<file path="src/rtl/cla32_pipe_if.sv">
// Handshake and data bundle for the two-stage 32-bit carry-lookahead adder.
// The upstream/downstream environment uses master; the adder uses slave.
interface cla32_pipe_if;
  logic        in_valid;
  logic        in_ready;
  logic [31:0] a;
  logic [31:0] b;
  logic        ci;
  logic        out_valid;
  logic        out_ready;
  logic [31:0] s;
  logic        co;
  logic        ovf;

  modport master (
    output in_valid, a, b, ci, out_ready,
    input  in_ready, out_valid, s, co, ovf
  );

  modport slave (
    input  in_valid, a, b, ci, out_ready,
    output in_ready, out_valid, s, co, ovf
  );
endinterface

</file>
<file path="src/rtl/cla32_pipe.sv">
// 32-bit adder built from eight 4-bit carry-lookahead slices split into two
// valid/ready pipeline stages: low 16 bits in stage 1, high 16 bits in stage 2.
module cla32_pipe (
  input  logic        clk,
  input  logic        reset_n,
  cla32_pipe_if.slave bus
);

  function automatic logic [4:0] cla4(input logic [3:0] x, input logic [3:0] y,
                                      input logic c);
    logic [3:0] g;
    logic [3:0] p;
    logic [4:0] cc;
    g     = x & y;
    p     = x ^ y;
    cc[0] = c;
    cc[1] = g[0] | (p[0] & c);
    cc[2] = g[1] | (p[1] & g[0]) | (p[1] & p[0] & c);
    cc[3] = g[2] | (p[2] & g[1]) | (p[2] & p[1] & g[0]) | (p[2] & p[1] & p[0] & c);
    cc[4] = g[3] | (p[3] & g[2]) | (p[3] & p[2] & g[1]) | (p[3] & p[2] & p[1] & g[0])
          | (p[3] & p[2] & p[1] & p[0] & c);
    return {cc[4], p ^ cc[3:0]};
  endfunction

  // Stage-1 state
  logic        v1_q, v1_d;
  logic [15:0] lo_sum_q, lo_sum_d;
  logic        c16_q, c16_d;
  logic [15:0] a_hi_q, a_hi_d;
  logic [15:0] b_hi_q, b_hi_d;
  logic        a31_q, a31_d;
  logic        b31_q, b31_d;

  // Stage-2 state
  logic        v2_q, v2_d;
  logic [31:0] s_q, s_d;
  logic        co_q, co_d;
  logic        ovf_q, ovf_d;

  logic        adv1, adv2;
  logic [4:0]  carry1;
  logic [4:0]  carry2;
  logic [15:0] sum1;
  logic [15:0] sum2;

  assign carry1[0] = bus.ci;
  assign carry2[0] = c16_q;

  // Slices 0-3 ripple on the live inputs, slices 4-7 on the stage-1 registers.
  for (genvar i = 0; i < 4; i++) begin : g_slices
    assign {carry1[i+1], sum1[4*i +: 4]} = cla4(bus.a[4*i +: 4], bus.b[4*i +: 4], carry1[i]);
    assign {carry2[i+1], sum2[4*i +: 4]} = cla4(a_hi_q[4*i +: 4], b_hi_q[4*i +: 4], carry2[i]);
  end

  assign adv2 = !v2_q || bus.out_ready;
  assign adv1 = !v1_q || adv2;

  always_comb begin
    v1_d     = v1_q;
    lo_sum_d = lo_sum_q;
    c16_d    = c16_q;
    a_hi_d   = a_hi_q;
    b_hi_d   = b_hi_q;
    a31_d    = a31_q;
    b31_d    = b31_q;
    if (adv1) begin
      v1_d = bus.in_valid;
      if (bus.in_valid) begin
        lo_sum_d = sum1;
        c16_d    = carry1[4];
        a_hi_d   = bus.a[31:16];
        b_hi_d   = bus.b[31:16];
        a31_d    = bus.a[31];
        b31_d    = bus.b[31];
      end
    end
  end

  always_comb begin
    v2_d  = v2_q;
    s_d   = s_q;
    co_d  = co_q;
    ovf_d = ovf_q;
    if (adv2) begin
      v2_d = v1_q;
      if (v1_q) begin
        s_d   = {sum2, lo_sum_q};
        co_d  = carry2[4];
        ovf_d = (a31_q == b31_q) && (sum2[15] != a31_q);
      end
    end
  end

  always_ff @(posedge clk or negedge reset_n) begin
    if (!reset_n) begin
      v1_q     <= 1'b0;
      lo_sum_q <= '0;
      c16_q    <= 1'b0;
      a_hi_q   <= '0;
      b_hi_q   <= '0;
      a31_q    <= 1'b0;
      b31_q    <= 1'b0;
      v2_q     <= 1'b0;
      s_q      <= '0;
      co_q     <= 1'b0;
      ovf_q    <= 1'b0;
    end else begin
      v1_q     <= v1_d;
      lo_sum_q <= lo_sum_d;
      c16_q    <= c16_d;
      a_hi_q   <= a_hi_d;
      b_hi_q   <= b_hi_d;
      a31_q    <= a31_d;
      b31_q    <= b31_d;
      v2_q     <= v2_d;
      s_q      <= s_d;
      co_q     <= co_d;
      ovf_q    <= ovf_d;
    end
  end

  // Empty pipeline would otherwise advertise ready while held in reset.
  assign bus.in_ready  = reset_n && adv1;
  assign bus.out_valid = v2_q;
  assign bus.s         = s_q;
  assign bus.co        = co_q;
  assign bus.ovf       = ovf_q;

endmodule

</file>
<file path="src/flat_wrapper.sv">
// flat-port wrapper written by rule: the top's interface ports become plain ports
module cla32_pipe_flat 
  (clk, reset_n, bus_in_valid, bus_a, bus_b, bus_ci, bus_out_ready, bus_in_ready, bus_out_valid, bus_s, bus_co, bus_ovf);
  cla32_pipe_if bus_i ();
  input  logic clk;
  input  logic reset_n;
  input wire logic [$bits(bus_i.in_valid)-1:0] bus_in_valid;
  input wire logic [$bits(bus_i.a)-1:0] bus_a;
  input wire logic [$bits(bus_i.b)-1:0] bus_b;
  input wire logic [$bits(bus_i.ci)-1:0] bus_ci;
  input wire logic [$bits(bus_i.out_ready)-1:0] bus_out_ready;
  output wire logic [$bits(bus_i.in_ready)-1:0] bus_in_ready;
  output wire logic [$bits(bus_i.out_valid)-1:0] bus_out_valid;
  output wire logic [$bits(bus_i.s)-1:0] bus_s;
  output wire logic [$bits(bus_i.co)-1:0] bus_co;
  output wire logic [$bits(bus_i.ovf)-1:0] bus_ovf;
  assign bus_i.in_valid = bus_in_valid;
  assign bus_i.a = bus_a;
  assign bus_i.b = bus_b;
  assign bus_i.ci = bus_ci;
  assign bus_i.out_ready = bus_out_ready;
  assign bus_in_ready = bus_i.in_ready;
  assign bus_out_valid = bus_i.out_valid;
  assign bus_s = bus_i.s;
  assign bus_co = bus_i.co;
  assign bus_ovf = bus_i.ovf;
  cla32_pipe u_core (.clk(clk), .reset_n(reset_n), .bus(bus_i));
endmodule
</file>
<file path="config.mk">
export PLATFORM = sky130hd
export DESIGN_NAME = cla32_pipe_flat
export DESIGN_NICKNAME = d
export VERILOG_FILES = /design/src/rtl/cla32_pipe_if.sv /design/src/rtl/cla32_pipe.sv /design/src/flat_wrapper.sv
export SDC_FILE = /design/constraint.sdc
export NUM_CORES = 1
export LEC_CHECK = 0
export BUFFER_PORTS_ARGS = -buffer_cell sky130_fd_sc_hd__buf_2
export CORE_MARGIN = 5
export CORE_UTILIZATION = 48
export DETAILED_ROUTE_END_ITERATION = 16
export PLACE_DENSITY_LB_ADDON = 0.3
export SLEW_MARGIN = 10
export SYNTH_ARGS = -nofsm -noshare
export SYNTH_HDL_FRONTEND = slang
export SYNTH_SLANG_ARGS = --single-unit
</file>
<file path="constraint.sdc">
create_clock -name clk -period 6.3 [get_ports clk]
set_input_delay 0 -clock clk [delete_from_list [all_inputs] [get_ports clk]]
set_output_delay 0 -clock clk [all_outputs]
set_load 0.01 [all_outputs]
</file>
==> impl_results.md, run 1 <==
- Int Pwr: 1260 uW
- H-tree depth: 3
- R2R cell count: 9
- Post-DP HPWL: 6340 um
- DRC: 0
- Vias per cell: 5.15
- Cells taking the most area after synthesis: dfrtp_1 48%, mux2_2 14%, ha_1 9.1%
- Post-Place Setup Slack: approximately 3.6 ns
- Vias in the first global route: approximately 3300
- Fin Setup TNS: 0 ns
- Top cell type's share of synthesized area: 0.484
- Clock sink count: 85
- Register-to-register setup slack: 3.63 ns
- Clock latency on the worst-skew pair: roughly 0.35 ns
- Largest area contributor in the netlist: dfrtp_1
- Syn Nets: 466
- Main flop type after synthesis: dfrtp_1
- Critical path data required time: 6.53 ns
- Slew Limit Fails: 0
- Mean routed wirelength per cell: 14.5 um
- Final Hold Fails: 0
- Post-cts repair resize count: 0
- Top Ports: 105
- Root Driver: clkbuf_8
- Cell count along the critical path: 9
- Fin crit share: 0.424
- Register share of total power: 0.423
- Largest net degree at the start of global routing: 87
- Max Buffers Root-to-Sink: 2
- Top cells by count, synth: 85 x dfrtp_1, 54 x mux2_2, 36 x nand2_1
- Sequential element share of the synthesized area: 0.484
- Comb pwr share: 0.325
- Crit path buf inv count: 0
- Clock transition at the registers of the reported paths: 0.08 ns
- Crit Path Class: reg2reg
- Max stage delay on crit path: about 0.47 ns
- Fin Clk Skew: 0.0120 ns
- Post-layout minimum cycle time: 2.67 ns
- Die height: between 100 and 150 um
- Run status: finished clean
- Total wire length: about 9000 um
- DIE AREA: 11200 um^2
- Fin nets: 607
- Crit start category: flop
- Netlist cell types: 45
- Post-CTS Setup Inserts: 0
- Power density over the cells: about 330 nW/um^2
- Worst vdd ir: 0.145 mV
- Post-route cell area: 5620 um^2
- Crit path from: u_core.b_hi_q[3]
- Initial Util: 0.485
- Crit-path max FO: 4
- Gr ovfl total: 0
- Crit path DAT: 2.91 ns
- Die width: 106 um
- CTS tree: done
- Antenna violations before repair: 0
- Row count: 35
- Slew @ Worst Pin: 1.05 ns
- Switch Pwr: 569 uW
- Synth Area per Inst: 12.3 um^2
- DP Area: about 5000 um^2
- Leakage power: 0.00271 uW
- Worst path slowest cell: fa_1
- Synth async-reset ratio: 1.00
- Cells after Synth: between 300 and 400
- RD Place Congestion: 0.776
- Clock network fraction of design power: 0.251
- Most common cell in the netlist: dfrtp_1
- Number of synthesized register bits: 85
- Worst hold path class: in2reg
- Share of cells above drive strength 1: 0.366
- Worst hold stages: 3
- First-pass GRT wire length: 15100 um
- Worst flop-to-flop path startpoint: u_core.b_hi_q[3]
- Crit. End Element: flop
- Yosys warns: 0
- Drt first pass iters: 4
- Area Overhead vs Synth: 27.9%
- DP Cell Count: 562
- Drt initial violations: 88
- Area of the core: 9060 um^2
- Setup WS post-layout: 3.63 ns
- # port buffers: 104
- Fin cells: 614
- Hold buffer count at CTS: 36
- Num CTS Buffers: 9
- Mapped Area: between 4000 and 5000 um^2
- Antenna cells: 0
- Worst hold path startpoint: bus_a[15]
- RSZ-0062 raised after global routing: no
- Via count: 3165
- Top Family by Delay on Critical Path: compound AO/OA/AOI/OAI gates
- Slew HR: 0.301
- Gr usage total: 0.166
- Switch share: 0.311
- Antenna Nets Post-Route: 0
- Setup Viol. Count Final: 0
- Critical-path cell list: ha_1 -> a21o_1 -> a221oi_2 -> a21oi_1 -> o21a_1 -> nand3_1 -> nand2_1 -> fa_1 -> mux2_2
- Post-synth EDFFs: 0
- Number of max-cap violations: 0
- Peak Freq: 0.374 GHz
[registers in the layout, indices dropped and copies added, names as in the netlist]
name,flops
u_core.bus.s,32
u_core.lo_sum_q,16
u_core.a_hi_q,15
u_core.b_hi_q,15
u_core.a31_q,1
u_core.b31_q,1
u_core.bus.co,1
u_core.bus.out_valid,1
u_core.bus.ovf,1
u_core.c16_q,1
u_core.v1_q,1
[worst min-delay path: stages]
cell,delay (ns)
buf_2,0.09
ha_1,0.13
o31a_1,0.13
[worst paths after layout]
check,endpoint
worst max register to register,u_core.bus.s[28]
max in group asynchronous,u_core.lo_sum_q[11]
worst min-delay path,u_core.c16_q
min in group asynchronous,u_core.bus.out_valid
worst max-delay path,u_core.bus.s[28]
worst min register to register,u_core.lo_sum_q[3]
[power groups by stage]
stage / registers [uW] / clock network, uW / logic (uW)
2_1_floorplan: 813 / 0 / 342
3_3_place_gp: 779 / 0 / 570
3_5_place_dp: 786 / 0 / 584
4_1_cts: 776 / 471 / 604
5_1_grt: 796 / 493 / 668
6_report: 773 / 459 / 594
[kinds of logic (layout without fill, tap and decap cells)]
family | after synthesis | in the layout | synth area share
xor+xnor | 23 | 23 | 0.0459
mux | 54 | 54 | 0.138
compound gates | 77 | 77 | 0.124
flops | 85 | 85 | 0.484
fa+ha+maj | 40 | 40 | 0.128
buf+inv | 21 | 167 | 0.0197
simple gates | 57 | 57 | 0.0607
[layout make-up]
class                      count  area, um^2
multi-input combinational    251        2180
inverter                      10        37.5
clock inverter                 6         111
clock buffer                  10         128
timing repair buffer         141         891
sequential                    85        2130
fill                         766        3450
tap                          111         139
[layer usage]
layer  wire [um]  track usage
met4         138       0.0583
met5           0            0
met1        4030        0.219
met2        4260        0.267
met3         465       0.0392
[cells in the final DEF, fill, tap and decap left out, drive strengths merged, types with 3 or more instances in the layout]
cell / instances
bufinv: 3
a211o: 3
xor2: 9
xnor2: 14
o31ai: 3
a21o: 12
nand2: 36
nand3: 4
a21oi: 9
buf: 105
dfrtp: 85
and2: 3
mux2: 54
nand2b: 4
o21ai: 29
dlygate4sd3: 36
fa: 8
ha: 32
inv: 10
o21a: 3
clkbuf: 10
[through the flow]
stage | hold WS, ns | total power [uW] | utilization
finish | 0.0422 | 1830 | 0.620
global route | 0.0704 | 1960 | 0.620
CTS | 0.0235 | 1850 | 0.620
detailed placement | 0.231 | 1370 | 0.554
global placement | 0.228 | 1350 | 0.554
floorplan | -0.296 | 1160 | -
No activity file was read; power rests on OpenSTA's default activity.
==> run 2, diff against run 1 <==
==> constraint.sdc (replaced) <==
create_clock -name clk -period 2.3 [get_ports clk]
set_input_delay 0 -clock clk [delete_from_list [all_inputs] [get_ports clk]]
set_output_delay 0 -clock clk [all_outputs]
set_load 0.01 [all_outputs]
==> impl_results.md, run 2 (same netlist as run 1, synthesis figures left out) <==
- Worst hold path class: in2reg (unchanged)
- Fin Clk Skew: 0.0150 ns (was 0.0120 ns)
- Gr ovfl total: 0 (unchanged)
- Number of max-cap violations: 0 (unchanged)
- Post-layout minimum cycle time: 2.53 ns (was 2.67 ns)
- CTS tree: done (unchanged)
- DIE AREA: 11200 um^2 (unchanged)
- Share of cells above drive strength 1: 0.428 (was 0.366)
- DRC: 0 (unchanged)
- Failing checks: setup timing
- Crit Path Class: reg2reg (unchanged)
- Vias in the first global route: 3562 (was 3310)
- Slew Limit Fails: 0 (unchanged)
- Final core area utilization: 0.661 (was 0.620)
- Leakage power: 0.00289 uW (was 0.00271 uW)
- DP Area: 5250 um^2 (was 5020 um^2)
- Final Hold Fails: 0 (unchanged)
- Vias per cell: 5.07 (was 5.15)
- Die width: 106 um (unchanged)
- Run status: finished with violations (was finished clean)
- Worst path slowest cell: dfrtp_1 (was fa_1)
- Clock transition at the registers of the reported paths: 0.09 ns (was 0.08 ns)
- Num CTS Buffers: 9 (unchanged)
- Critical-path cell list: ha_4 -> and3_4 -> a221oi_4 -> a21oi_2 -> o21a_1 -> nand3_1 -> nand2_1 -> fa_1 -> mux2_2 (was ha_1 -> a21o_1 -> a221oi_2 -> a21oi_1 -> o21a_1 -> nand3_1 -> nand2_1 -> fa_1 -> mux2_2)
- Top Ports: 105 (unchanged)
- Setup WS post-layout: -0.228 ns (was 3.63 ns)
- Commonest non-fill, non-tap cells in the layout: 103 x buf_2, 85 x dfrtp_1, 53 x mux2_2, 36 x dlygate4sd3_1, 34 x nand2_1 (was 103 x buf_2, 85 x dfrtp_1, 54 x mux2_2, 36 x dlygate4sd3_1, 34 x nand2_1)
- Row count: 35 (unchanged)
- # port buffers: 104 (unchanged)
- Slew @ Worst Pin: 0.649 ns (was 1.05 ns)
- Crit-path max FO: 4 (unchanged)
- Fin crit share: 1.10 (was 0.424)
- Critical path data required time: 2.54 ns (was 6.53 ns)
- Root Driver: clkbuf_8 (unchanged)
- Crit path DAT: 2.76 ns (was 2.91 ns)
- Setup Viol. Count Final: 7 (was 0)
- Via count: 3274 (was 3165)
- Gr usage total: 0.185 (was 0.166)
- Fin Setup TNS: -0.599 ns (was 0 ns)
- Antenna violations before repair: 0 (unchanged)
- Post-route cell area: 5990 um^2 (was 5620 um^2)
- Most common cell after layout, fill and taps aside: buf_2 (unchanged)
- Fin nets: 639 (was 607)
- Area of the core: 9060 um^2 (unchanged)
- Largest net degree at the start of global routing: 52 (was 87)
- Drt initial violations: 54 (was 88)
- Mean routed wirelength per cell: 15.1 um (was 14.5 um)
- Max Buffers Root-to-Sink: 2 (unchanged)
- Initial Util: 0.485 (unchanged)
- Area Overhead vs Synth: 36.3% (was 27.9%)
- Antenna Nets Post-Route: 0 (unchanged)
- Peak Freq: 0.396 GHz (was 0.374 GHz)
- Antenna cells: 0 (unchanged)
- Worst vdd ir: 0.476 mV (was 0.145 mV)
- Drt first pass iters: 4 (unchanged)
- RD Place Congestion: 0.763 (was 0.776)
- Post-DP HPWL: 6910 um (was 6340 um)
- Max stage delay on crit path: 0.43 ns (was 0.47 ns)
- First-pass GRT wire length: 16800 um (was 15100 um)
- Clock sink count: 85 (unchanged)
- RSZ-0062 raised after global routing: yes (was no)
- Crit. End Element: flop (unchanged)
- Total wire length: 9760 um (was 8890 um)
- Slew HR: 0.568 (was 0.301)
- Clock latency on the worst-skew pair: 0.36 ns (was 0.35 ns)
- Die height: 106 um (unchanged)
- Power density over the cells: 876 nW/um^2 (was 325 nW/um^2)
- H-tree depth: 3 (unchanged)
- Crit start category: flop (unchanged)
- Max reg flops: 32 (unchanged)
## run 2: routing by layer
layer / global-route usage / share of wire / wire [um]
met5: 0 / 0 / 0
met4: 0.0564 / 0.013 / 127
met3: 0.0429 / 0.047 / 461
met2: 0.310 / 0.50 / 4830
met1: 0.239 / 0.44 / 4340
## run 2: through the flow
| stage | hold slack, ns | power (uW) | worst slack, ns | std cells |
|---|---|---|---|---|
| CTS | 0.0262 | 5220 | -0.152 | 640 |
| finish | 0.0428 | 5250 | -0.228 | 646 |
| global route | 0.0349 | 5620 | -0.296 | 646 |
| global placement | 0.0700 | 3810 | -0.196 | 584 |
| floorplan | -0.296 | 3190 | -0.0866 | 357 |
| detailed placement | 0.0756 | 3880 | -0.236 | 584 |
## run 2: worst max-delay path, delay by kind of cell, from the launching register on
kind,cells,cell delay [ns]
mux,1,0.26
flops,1,0.43
compound gates,3,0.67
simple gates,3,0.34
fa+ha+maj,2,0.69
## run 2: report_power, final
part           leakage [uW]  internal, uW  switching, uW
combinational       0.00176          1020            880
sequential          0.00101          1890            241
clock              0.000117           651            557
total               0.00289          3570           1680
## run 2: worst paths after layout
check	from	end	slack (ns)	depth (start not counted)
max in group asynchronous	reset_n	u_core.a_hi_q[3]	1.54	3
min in group asynchronous	reset_n	u_core.lo_sum_q[6]	0.24	3
worst max register to register	u_core.a_hi_q[6]	u_core.bus.s[28]	-0.23	9
worst max-delay path	u_core.a_hi_q[6]	u_core.bus.s[28]	-0.23	9
worst min-delay path	bus_b[15]	u_core.c16_q	0.04	3
worst min register to register	u_core.lo_sum_q[6]	u_core.lo_sum_q[6]	0.48	2
## run 2: final cells by class
type / count / area (um^2)
Clock buffer: 10 / 138
Clock inverter: 6 / 95.1
Fill cell: 710 / 3080
Inverter: 10 / 37.5
Multi-Input combinational cell: 251 / 2290
Sequential cell: 85 / 2130
Tap cell: 111 / 139
Timing Repair Buffer: 173 / 1160
## run 2: what timing repair did
action,in CTS,in global routing
endpoints found under the setup margin,8,11
pin swaps,16,9
setup buffers,4,6
endpoints found under the hold margin,119,0
gates resized for setup,7,7
hold buffers,36,0
==> run 3, diff against run 2 <==
--- a/config.mk
+++ b/config.mk
@@ -5,6 +5,7 @@
 export SDC_FILE = /design/constraint.sdc
 export NUM_CORES = 1
 export LEC_CHECK = 0
+export ABC_AREA = 1
 export BUFFER_PORTS_ARGS = -buffer_cell sky130_fd_sc_hd__buf_2
 export CORE_MARGIN = 5
 export CORE_UTILIZATION = 48
==> impl_results.md, run 3 <==
- Run status: finished clean (was finished with violations)
- Crit start category: flop (unchanged)
- Post-layout minimum cycle time: 2.19 ns (was 2.53 ns)
- Setup Viol. Count Final: 0 (was 7)
- Fin Clk Skew: 0.0103 ns (was 0.0150 ns)
- Peak Freq: 0.456 GHz (was 0.396 GHz)
- Crit-path max FO: 4 (unchanged)
- Worst vdd ir: 0.412 mV (was 0.476 mV)
- Final Hold Fails: 0 (unchanged)
- Crit path DAT: 2.40 ns (was 2.76 ns)
- Num CTS Buffers: 9 (unchanged)
- Top cells by count, synth: 225 x nand2_1, 85 x dfrtp_1, 32 x ha_1 (was 85 x dfrtp_1, 54 x mux2_2, 36 x nand2_1)
- Commonest non-fill, non-tap cells in the layout: 224 x nand2_1, 103 x buf_2, 85 x dfrtp_1, 34 x dlygate4sd3_1, 32 x ha_1 (was 103 x buf_2, 85 x dfrtp_1, 53 x mux2_2, 36 x dlygate4sd3_1, 34 x nand2_1)
- Synth Area per Inst: 8.48 um^2 (was 12.3 um^2)
- Most common cell after layout, fill and taps aside: nand2_1 (was buf_2)
- Antenna Nets Post-Route: 0 (unchanged)
- Critical path data required time: 2.51 ns (was 2.54 ns)
- Antenna violations before repair: 0 (unchanged)
- Synth async-reset ratio: 1.00 (unchanged)
- Storage element area: 2130 um^2 (unchanged)
- Post-CTS Setup Inserts: 0 (was 4)
- Largest area contributor in the netlist: dfrtp_1 (unchanged)
- Area Overhead vs Synth: 27.2% (was 36.3%)
- DRC: 0 (unchanged)
- Slew Limit Fails: 0 (unchanged)
- Multi-input gate area: 2250 um^2 (was 2290 um^2)
- Max reg flops: 32 (unchanged)
- Number of max-cap violations: 0 (unchanged)
- Drt initial violations: 103 (was 54)
- Netlist cell types: 32 (was 45)
- DIE AREA: 11600 um^2 (was 11200 um^2)
- Drt first pass iters: 5 (was 4)
- Vias in the first global route: 4029 (was 3562)
- Share of cells above drive strength 1: 0.239 (was 0.428)
- Gr ovfl total: 0 (unchanged)
- Final core area utilization: 0.629 (was 0.661)
- Post-synth EDFFs: 0 (unchanged)
- Worst hold path class: in2reg (unchanged)
- Total power: 4980 uW (was 5250 uW)
- Top cell type's share of synthesized area: 0.465 (was 0.484)
- Slew HR: 0.736 (was 0.568)
- Clock latency on the worst-skew pair: 0.34 ns (was 0.36 ns)
- Main flop type after synthesis: dfrtp_1 (unchanged)
- Most common cell in the netlist: nand2_1 (was dfrtp_1)
- Antenna cells: 0 (unchanged)
- Fin Setup TNS: 0 ns (was -0.599 ns)
- # port buffers: 104 (unchanged)
- Leakage power: 0.00320 uW (was 0.00289 uW)
- Fin nets: 790 (was 639)
- Cells taking the most area after synthesis: dfrtp_1 47%, nand2_1 18%, ha_1 8.8% (was dfrtp_1 48%, mux2_2 14%, ha_1 9.1%)
- Fill count: 819 (was 710)
- Max Buffers Root-to-Sink: 2 (unchanged)
- Slew @ Worst Pin: 0.395 ns (was 0.649 ns)
- RD Place Congestion: 0.804 (was 0.763)
- Cells after Synth: 539 (was 357)
- Post-DP HPWL: 7500 um (was 6910 um)
- CTS tree: done (unchanged)
- Largest net degree at the start of global routing: 33 (was 52)
- Via count: 3930 (was 3274)
- H-tree depth: 3 (unchanged)
- Root Driver: clkbuf_8 (unchanged)
- Die width: 108 um (was 106 um)
- Mean routed wirelength per cell: 12.7 um (was 15.1 um)
- Top Ports: 105 (unchanged)
- Number of synthesized register bits: 85 (unchanged)
- Fin crit share: 0.953 (was 1.10)
- Sequential element share of the synthesized area: 0.465 (was 0.484)
- Clock transition at the registers of the reported paths: 0.08 ns (was 0.09 ns)
- Area of the core: 9240 um^2 (was 9060 um^2)
- Die height: 108 um (was 106 um)
- Gr usage total: 0.190 (was 0.185)
- Clock sink count: 85 (unchanged)
- First-pass GRT wire length: 17700 um (was 16800 um)
- Initial Util: 0.495 (was 0.485)
- Crit. End Element: flop (unchanged)
- Syn Nets: 648 (was 466)
- Power density over the cells: 857 nW/um^2 (was 876 nW/um^2)
- Mapped Area: 4570 um^2 (was 4390 um^2)
- Row count: 35 (unchanged)
- Yosys warns: 0 (unchanged)
- Crit Path Class: reg2reg (unchanged)
- Vias per cell: 4.83 (was 5.07)
- RSZ-0062 raised after global routing: no (was yes)
- Total wire length: 10300 um (was 9760 um)
## run 3: cell count changes after synthesis, sizes merged, moves of 11 or more
| cell | before | now |
|---|---|---|
| nand2 | 36 | 246 |
| mux2 | 54 | 0 |
| nand3 | 4 | 30 |
| inv | 10 | 32 |
| nor2 | 2 | 21 |
| a21o | 12 | 1 |
| a21oi | 9 | 20 |
## run 3: cell families (layout without fill, tap and decap cells)
family                   count (synthesis)  after routing  synth area share
flip-flops                              85             85             0.465
AND/OR/NAND/NOR                        306            306             0.289
XOR/XNOR                                10             10            0.0192
adder cells (fa/ha/maj)                 40             40             0.123
buffers and inverters                   51            197            0.0433
AO/OA/AOI/OAI                           47             47            0.0602
## run 3: path summary, 6_finish.rpt
| kind | cells after the start | slack, ns | to | from |
|---|---|---|---|---|
| max | 12 | 0.11 | u_core.bus.s[29] | u_core.b_hi_q[3] |
| min | 4 | 0.04 | u_core.lo_sum_q[4] | bus_a[4] |
| max reg2reg | 12 | 0.11 | u_core.bus.s[29] | u_core.b_hi_q[3] |
| min reg2reg | 2 | 0.47 | u_core.bus.s[15] | u_core.lo_sum_q[15] |
| max in group asynchronous | 3 | 1.46 | u_core.a_hi_q[8] | reset_n |
| min in group asynchronous | 2 | 0.12 | u_core.v1_q | reset_n |
## run 3: repair_timing
action / CTS / global route
endpoints found under the setup margin: 0 / 1
endpoints found under the hold margin: 63 / 0
gates resized for setup: 0 / 2
hold buffers: 34 / 0
## run 3: area by class of cell
| type | instances | share of cell area |
|---|---|---|
| Inverter | 35 | 0.0226 |
| Clock buffer | 11 | 0.0243 |
| Sequential cell | 85 | 0.366 |
| Timing Repair Buffer | 147 | 0.160 |
| Multi-Input combinational cell | 403 | 0.387 |
| Clock inverter | 4 | 0.0125 |
| Tap cell | 129 | 0.0278 |
## run 3: report_power, final
part           switching [uW]  internal [uW]  leakage (uW)  total, uW
combinational             989            720       0.00205       1710
clock                     499            635      0.000105       1130
sequential                243           1900       0.00104       2140
## run 3: per-stage QoR
step / setup WS [ns] / hold WS [ns] / std cells / cell area, um^2
after global placement: 0.206 / -0.0451 / 765 / 5260
after CTS: 0.0895 / 0.0229 / 814 / 5810
final: 0.109 / 0.0389 / 814 / 5810
after global routing: 0.00157 / 0.0348 / 814 / 5810
after detailed placement: 0.171 / -0.0462 / 765 / 5260
after floorplan: 0.280 / -0.296 / 539 / 4570
## run 3: per-layer routing
| metal | track usage | part of all wire |
|---|---|---|
| met1 | 0.241 | 0.44 |
| met2 | 0.325 | 0.48 |
| met3 | 0.0354 | 0.062 |
| met4 | 0.0667 | 0.016 |
| met5 | 0 | 0 |
## run 3: critical path, stage by stage, from the launching register on
cell	delay [ns]
dfrtp_1	0.40
ha_1	0.34
nand2_1	0.09
clkinv_1	0.07
nand3_2	0.07
nand2_2	0.08
nand2_2	0.09
nand2_4	0.07
nand2_2	0.08
nand2_4	0.07
fa_1	0.44
xnor2_1	0.18
o21ai_1	0.08
